File: src/rtl/ecap5_dproc_pkg.sv
// Shared types for the data-side processor blocks: access sizes, load/store
// error codes and the default bus watchdog limit.
package ecap5_dproc_pkg;

   typedef enum logic [1:0] {
      SZ_BYTE    = 2'd0,
      SZ_HALF    = 2'd1,
      SZ_WORD    = 2'd2,
      SZ_ILLEGAL = 2'd3
   } lsm_size_t;

   typedef enum logic [1:0] {
      ERR_NONE         = 2'd0,
      ERR_MISALIGNED   = 2'd1,
      ERR_TIMEOUT      = 2'd2,
      ERR_ILLEGAL_SIZE = 2'd3
   } lsm_err_t;

   localparam int unsigned LSM_TIMEOUT_DEFAULT = 255;

endpackage

File: src/rtl/lsm_align.sv
// Byte-lane steering for the load/store master: lane selects, store data
// replication, alignment checks and load extraction with sign/zero extension.
module lsm_align
   import ecap5_dproc_pkg::*;
(
   input  lsm_size_t   size_i,
   input  logic [1:0]  off_i,
   input  logic        unsigned_i,
   input  logic [31:0] wdat_i,
   input  logic [31:0] rdat_i,
   output logic [3:0]  sel_o,
   output logic [31:0] wdat_o,
   output logic        misaligned_o,
   output logic        illegal_o,
   output logic [31:0] ldat_o
);

   logic [7:0]  rd_byte;
   logic [15:0] rd_half;
   logic        ext_byte;
   logic        ext_half;

   // NOTE: every signal gets a default before the case, so no path can infer a latch.
   always_comb begin
      rd_byte      = rdat_i[7:0];
      rd_half      = off_i[1] ? rdat_i[31:16] : rdat_i[15:0];
      sel_o        = 4'b0000;
      wdat_o       = wdat_i;
      misaligned_o = 1'b0;
      illegal_o    = 1'b0;
      ldat_o       = rdat_i;

      case (off_i)
         2'd0:    rd_byte = rdat_i[7:0];
         2'd1:    rd_byte = rdat_i[15:8];
         2'd2:    rd_byte = rdat_i[23:16];
         default: rd_byte = rdat_i[31:24];
      endcase
      ext_byte = ~unsigned_i & rd_byte[7];
      ext_half = ~unsigned_i & rd_half[15];

      case (size_i)
         SZ_BYTE: begin
            sel_o  = 4'b0001 << off_i;
            wdat_o = {4{wdat_i[7:0]}};
            ldat_o = {{24{ext_byte}}, rd_byte};
         end
         SZ_HALF: begin
            sel_o        = 4'b0011 << {off_i[1], 1'b0};
            wdat_o       = {2{wdat_i[15:0]}};
            misaligned_o = off_i[0];
            ldat_o       = {{16{ext_half}}, rd_half};
         end
         SZ_WORD: begin
            sel_o        = 4'b1111;
            misaligned_o = |off_i;
         end
         default: illegal_o = 1'b1;
      endcase
   end

endmodule

File: src/rtl/lsm.sv
// Load/store master: turns one execute-stage memory request into a single
// pipelined Wishbone B4 cycle and returns one response, with a bus watchdog.
module lsm
   import ecap5_dproc_pkg::*;
#(
   parameter int unsigned TIMEOUT_CYCLES = LSM_TIMEOUT_DEFAULT
) (
   input  logic        clk_i,
   input  logic        rst_i,
   input  logic        req_valid_i,
   output logic        req_ready_o,
   input  logic        req_we_i,
   input  logic [31:0] req_adr_i,
   input  logic [31:0] req_dat_i,
   input  logic [1:0]  req_size_i,
   input  logic        req_unsigned_i,
   output logic        rsp_valid_o,
   output logic [31:0] rsp_dat_o,
   output logic [1:0]  rsp_err_o,
   output logic [31:0] wb_adr_o,
   input  logic [31:0] wb_dat_i,
   output logic [31:0] wb_dat_o,
   output logic        wb_we_o,
   output logic [3:0]  wb_sel_o,
   output logic        wb_stb_o,
   input  logic        wb_ack_i,
   output logic        wb_cyc_o,
   input  logic        wb_stall_i
);

   typedef enum logic [1:0] {IDLE, REQUEST, WAIT_ACK, RESPOND} state_t;

   localparam logic [15:0] TIMEOUT_LAST = 16'(TIMEOUT_CYCLES - 1);

   state_t      state_q, state_d;
   logic        ready_q, ready_d;
   logic [15:0] cnt_q, cnt_d;
   logic [29:0] adr_q, adr_d;
   logic [1:0]  off_q, off_d;
   lsm_size_t   size_q, size_d;
   logic        uns_q, uns_d;
   logic        we_q, we_d;
   logic [3:0]  sel_q, sel_d;
   logic [31:0] wdat_q, wdat_d;
   logic [31:0] rsp_dat_q, rsp_dat_d;
   lsm_err_t    rsp_err_q, rsp_err_d;

   lsm_size_t   al_size;
   logic [1:0]  al_off;
   logic [3:0]  al_sel;
   logic [31:0] al_wdat;
   logic        al_misaligned;
   logic        al_illegal;
   logic [31:0] al_ldat;
   logic        timeout_hit;

   // In IDLE the aligner checks the incoming request; afterwards it decodes the held one.
   assign al_size = (state_q == IDLE) ? lsm_size_t'(req_size_i) : size_q;
   assign al_off  = (state_q == IDLE) ? req_adr_i[1:0] : off_q;

   lsm_align u_align (
      .size_i       (al_size),
      .off_i        (al_off),
      .unsigned_i   (uns_q),
      .wdat_i       (req_dat_i),
      .rdat_i       (wb_dat_i),
      .sel_o        (al_sel),
      .wdat_o       (al_wdat),
      .misaligned_o (al_misaligned),
      .illegal_o    (al_illegal),
      .ldat_o       (al_ldat)
   );

   assign timeout_hit = (cnt_q == TIMEOUT_LAST);

   always_comb begin
      state_d   = state_q;
      cnt_d     = cnt_q;
      adr_d     = adr_q;
      off_d     = off_q;
      size_d    = size_q;
      uns_d     = uns_q;
      we_d      = we_q;
      sel_d     = sel_q;
      wdat_d    = wdat_q;
      rsp_dat_d = '0;
      rsp_err_d = ERR_NONE;

      case (state_q)
         IDLE: begin
            if (req_valid_i && ready_q) begin
               adr_d  = req_adr_i[31:2];
               off_d  = req_adr_i[1:0];
               size_d = lsm_size_t'(req_size_i);
               uns_d  = req_unsigned_i;
               we_d   = req_we_i;
               sel_d  = al_sel;
               wdat_d = al_wdat;
               if (al_illegal) begin
                  state_d   = RESPOND;
                  rsp_err_d = ERR_ILLEGAL_SIZE;
               end else if (al_misaligned) begin
                  state_d   = RESPOND;
                  rsp_err_d = ERR_MISALIGNED;
               end else begin
                  state_d = REQUEST;
                  cnt_d   = '0;
               end
            end
         end
         REQUEST: begin
            cnt_d = cnt_q + 16'd1;
            if (!wb_stall_i && wb_ack_i) begin
               state_d   = RESPOND;
               rsp_dat_d = we_q ? '0 : al_ldat;
            end else if (timeout_hit) begin
               state_d   = RESPOND;
               rsp_err_d = ERR_TIMEOUT;
            end else if (!wb_stall_i) begin
               state_d = WAIT_ACK;
            end
         end
         WAIT_ACK: begin
            cnt_d = cnt_q + 16'd1;
            // An ack in the watchdog's last cycle still completes the access.
            if (wb_ack_i) begin
               state_d   = RESPOND;
               rsp_dat_d = we_q ? '0 : al_ldat;
            end else if (timeout_hit) begin
               state_d   = RESPOND;
               rsp_err_d = ERR_TIMEOUT;
            end
         end
         default: state_d = IDLE;
      endcase

      ready_d = (state_d == IDLE);
   end

   // NOTE: sequential state uses <= so every flop samples pre-edge values.
   always_ff @(posedge clk_i) begin
      if (!rst_i) begin
         state_q   <= IDLE;
         ready_q   <= 1'b0;
         cnt_q     <= '0;
         adr_q     <= '0;
         off_q     <= '0;
         size_q    <= SZ_BYTE;
         uns_q     <= 1'b0;
         we_q      <= 1'b0;
         sel_q     <= '0;
         wdat_q    <= '0;
         rsp_dat_q <= '0;
         rsp_err_q <= ERR_NONE;
      end else begin
         state_q   <= state_d;
         ready_q   <= ready_d;
         cnt_q     <= cnt_d;
         adr_q     <= adr_d;
         off_q     <= off_d;
         size_q    <= size_d;
         uns_q     <= uns_d;
         we_q      <= we_d;
         sel_q     <= sel_d;
         wdat_q    <= wdat_d;
         rsp_dat_q <= rsp_dat_d;
         rsp_err_q <= rsp_err_d;
      end
   end

   assign req_ready_o = ready_q;
   assign rsp_valid_o = (state_q == RESPOND);
   assign rsp_dat_o   = rsp_dat_q;
   assign rsp_err_o   = rsp_err_q;
   assign wb_cyc_o    = (state_q == REQUEST) || (state_q == WAIT_ACK);
   assign wb_stb_o    = (state_q == REQUEST);
   assign wb_adr_o    = {adr_q, 2'b00};
   assign wb_dat_o    = wdat_q;
   assign wb_we_o     = we_q;
   assign wb_sel_o    = sel_q;

endmodule

File: config.mk
export PLATFORM = sky130hd
export DESIGN_NAME = lsm
export DESIGN_NICKNAME = d
export VERILOG_FILES = /design/src/rtl/ecap5_dproc_pkg.sv /design/src/rtl/lsm_align.sv /design/src/rtl/lsm.sv
export SDC_FILE = /design/constraint.sdc
export NUM_CORES = 1
export LEC_CHECK = 0
export ABC_CLOCK_PERIOD_IN_PS = 3400
export BUFFER_PORTS_ARGS = -buffer_cell sky130_fd_sc_hd__buf_2
export CELL_PAD_IN_SITES_DETAIL_PLACEMENT = 1
export CELL_PAD_IN_SITES_GLOBAL_PLACEMENT = 2
export CORE_ASPECT_RATIO = 1.2
export CORE_MARGIN = 3
export CORE_UTILIZATION = 25
export DETAILED_ROUTE_END_ITERATION = 10
export PLACE_DENSITY_LB_ADDON = 0.1
export SLEW_MARGIN = 20
export SYNTH_ARGS = -nofsm -noshare
export SYNTH_HDL_FRONTEND = slang
export SYNTH_SLANG_ARGS = --single-unit
File: constraint.sdc
create_clock -name clk_i -period 3.4 [get_ports clk_i]
set_clock_uncertainty 0.15 [all_clocks]
set_input_delay 0.68 -clock clk_i [delete_from_list [all_inputs] [get_ports clk_i]]
set_output_delay 0.68 -clock clk_i [all_outputs]
set_load 0.03 [all_outputs]
==> qor.csv <==
metric;value;unit
cp_data_required_time;3550;ps
max_freq;0.3213;GHz
num_rows;59;
height_of_the_chip;171.4;µm
min_path_type;reg -> reg;
setup_repair_after_global_routing_missed_its_margin;false;
relSlewSlack;0.5083;
crit_path_dat;3260;ps
drcViolationCount;0;
period_needed;3112;ps
setup_slack;287.9;ps
grt_start_max_net_pins;79;
nNetsFinal;955;
grt_pass1_wl;30270;µm
ys.warnings.count;0;
dieWidth;143.8;µm
fillCellCount;2659;
use_met2;0.2706;
run_status;complete, no violations;
cts_buffers;17;
clockRootBuffer;clkbuf_16;
gr-usage-all-layers;0.1555;
dp_slack;148.2;ps
combPwrFrac;0.393;
final_design_utilization;0.3432;
critical_path.max_fanout;19;
power.switching;2.331;mW
synth.lib_cells_used.distinct;60;
post_cts_buffers;0;
tritoncts;done;
netlist_top_cells_area;dfxtp_1 (44%), nand2_1 (8.4%), a21boi_0 (8.2%), nor2_1 (3.8%), ha_1 (2.6%);
power.density_cell_area;749.4;nW/µm²
worst_ir_drop_vdd;397.8;µV
global_route.usage.met3;0.04422;
synth_largest_area_cell;dfxtp_1;
fin_tns_setup;0;ps
power.switching_fraction;0.4106;
timing.final.hold_violations;0;
synth_enable_flop_cells;0;
design.die.area;24660;µm²
postSynthRegisterBits;125;
area_of_the_placeable_core;22070;µm²
layout-drive-gt1-share;0.3384;
setup-violations-final;0;
vias_post_dr;5401;
leakage;3.334;nW
cts.htree.levels;4;
worst-setup-path-type;reg -> reg;
mappedNetlistArea;5700;µm²
port_bufs;209;
timing_worst_slew_pin_value;737.5;ps
finalWeightedCongestion;0.7840;
clockBufferDepth;2;
start_util;0.2583;
proportion_of_synthesized_flip_flops_having_asynchronous_set_or_reset;0;
max_cap_violations;0;
groute.layer.met1.usage;0.1848;
total_congestion_overflow_after_global_routing;0;
clock_latency;410;ps
synth_ff_type;dfxtp_1;
detail_route.wirelength;19680;µm
detail_route.iter0.violations;197;
yosysMostFrequentCell;nand2_1;
postRouteAntennaNets;0;
worst_setup_path_start_kind;flip-flop;
p_clk_frac;0.294;
dr.pass1.iters;4;
dp_hpwl;14300;µm
busiest_layer;met2;
post-route-period-util;0.9153;
seqPwrFrac;0.313;
wl_per_cell;17.46;µm
synth_cells;639;
syn_avg_cell_area;8.921;µm²
area_growth_syn_to_layout;32.90;%
cts.sink_count;125;
clock_input_transition_at_the_sequential_cells_of_the_worst_setup_and_hold_paths;60;ps
synthDominantCellAreaShare;0.4390;
grt_pass1_vias;5576;
detail_route.vias_per_cell;4.792;
cell_internal_pwr;3.346;mW
synth_top_cells_by_count;nand2_1 (127), dfxtp_1 (125), a21boi_0 (62);
seq_area_frac_synth;0.4390;
total_count_of_max_transition_violations_in_the_final_report;0;
type_of_element_capturing_the_critical_path;flip-flop;
io_pins;212;
grt_antenna_before_repair;1;
[per-layer routing]
layer  vias up  wire, µm
met5         -         0
met4         0       235
met3        16      1088
met2       143     10050
met1      2598      8305
li1       2644         -
[power groups by stage]
stage | sequential [mW] | combinational (mW) | clock [mW]
finish | 1.78 | 2.23 | 1.67
global route | 1.81 | 2.46 | 1.79
CTS | 1.78 | 2.27 | 1.73
detailed placement | 1.81 | 2.26 | 0
global placement | 1.80 | 2.21 | 0
floorplan | 2.13 | 1.25 | 0
[final timing paths]
kind | startpoint | to | slack [ps] | depth (start not counted)
worst max register to register | state_q[1] | cnt_q[3] | 290 | 12
worst min-delay path | wb_dat_o[7] | wb_dat_o[7] | 310 | 2
worst min register to register | wb_dat_o[7] | wb_dat_o[7] | 310 | 2
worst max-delay path | state_q[1] | cnt_q[3] | 290 | 12
[cell families after synthesis]
group                    after synthesis  synth area share
AND/OR/NAND/NOR                      260            0.2061
AO/OA/AOI/OAI                        156            0.2186
flip-flops                           125            0.4390
buffers and inverters                 58           0.04543
XOR/XNOR                              14           0.02151
multiplexers                          13           0.04236
adder cells (fa/ha/maj)               12           0.02634
other                                  1         0.0006578
[critical path, cell delays in order (launching register included)]
cell	delay [ps]
dfxtp_1	440
inv_1	110
ha_1	230
buf_4	220
mux2_2	300
inv_1	70
ha_1	270
o211ai_1	310
a211oi_4	70
buf_4	230
nor4b_1	370
xnor2_1	160
nor2_1	60
[stage by stage]
stage | total power [mW] | cells | cell area (µm²) | hold WS [ps]
floorplan | 3.373 | 640 | 5704 | 291.0
global placement | 4.008 | 1093 | 7019 | 299.1
detailed placement | 4.067 | 1093 | 7019 | 308.5
CTS | 5.773 | 1125 | 7561 | 316.9
global route | 6.060 | 1126 | 7574 | 337.0
finish | 5.678 | 1127 | 7576 | 312.8
[final cells by class]
| cell class | count | area [µm²] | area share |
|---|---|---|---|
| clock buffer | 18 | 429.2 | 0.05665 |
| timing repair buffer | 224 | 1171 | 0.1546 |
| inverter | 13 | 48.80 | 0.006441 |
| clock inverter | 14 | 112.6 | 0.01486 |
| antenna | 2 | 5.005 | 0.0006606 |
| sequential | 125 | 2504 | 0.3305 |
| multi-input combinational | 457 | 2963 | 0.3911 |
| tap | 274 | 342.8 | 0.04525 |
[flip-flops by register name (all words and copies together) (netlist names)]
name,flops
uns_q,1
wb_we_o,1
rsp_dat_o,32
state_q,2
size_q,2
cnt_q,16
wb_sel_o,4
req_ready_o,1
rsp_err_o,2
wb_dat_o,32
off_q,2
adr_q,30
[repair_timing]
action                     in CTS  in global routing
gates resized for setup         0                  3
setup endpoints to repair       0                 10
hold buffers                    0                  0
[cells in the final DEF (no fill, tap or decap), types with 3 or more instances in the layout]
cell,n
a21boi_0,62
a21oi_1,10
a221o_1,14
a22o_1,8
and2_1,5
buf_2,209
buf_4,14
clkbuf_16,17
clkinv_4,4
clkinvlp_4,4
dfxtp_1,124
ha_1,12
inv_1,12
inv_6,3
mux2_2,3
mux4_2,5
nand2_1,127
nand3_1,26
nand4_1,3
nor2_1,56
nor2b_1,6
nor3_1,5
nor3b_1,4
nor4_1,5
nor4b_1,3
o211a_1,8
o211ai_1,18
o21ai_0,11
o221a_2,8
xnor2_1,14
No activity file was read; power rests on OpenSTA's default activity.
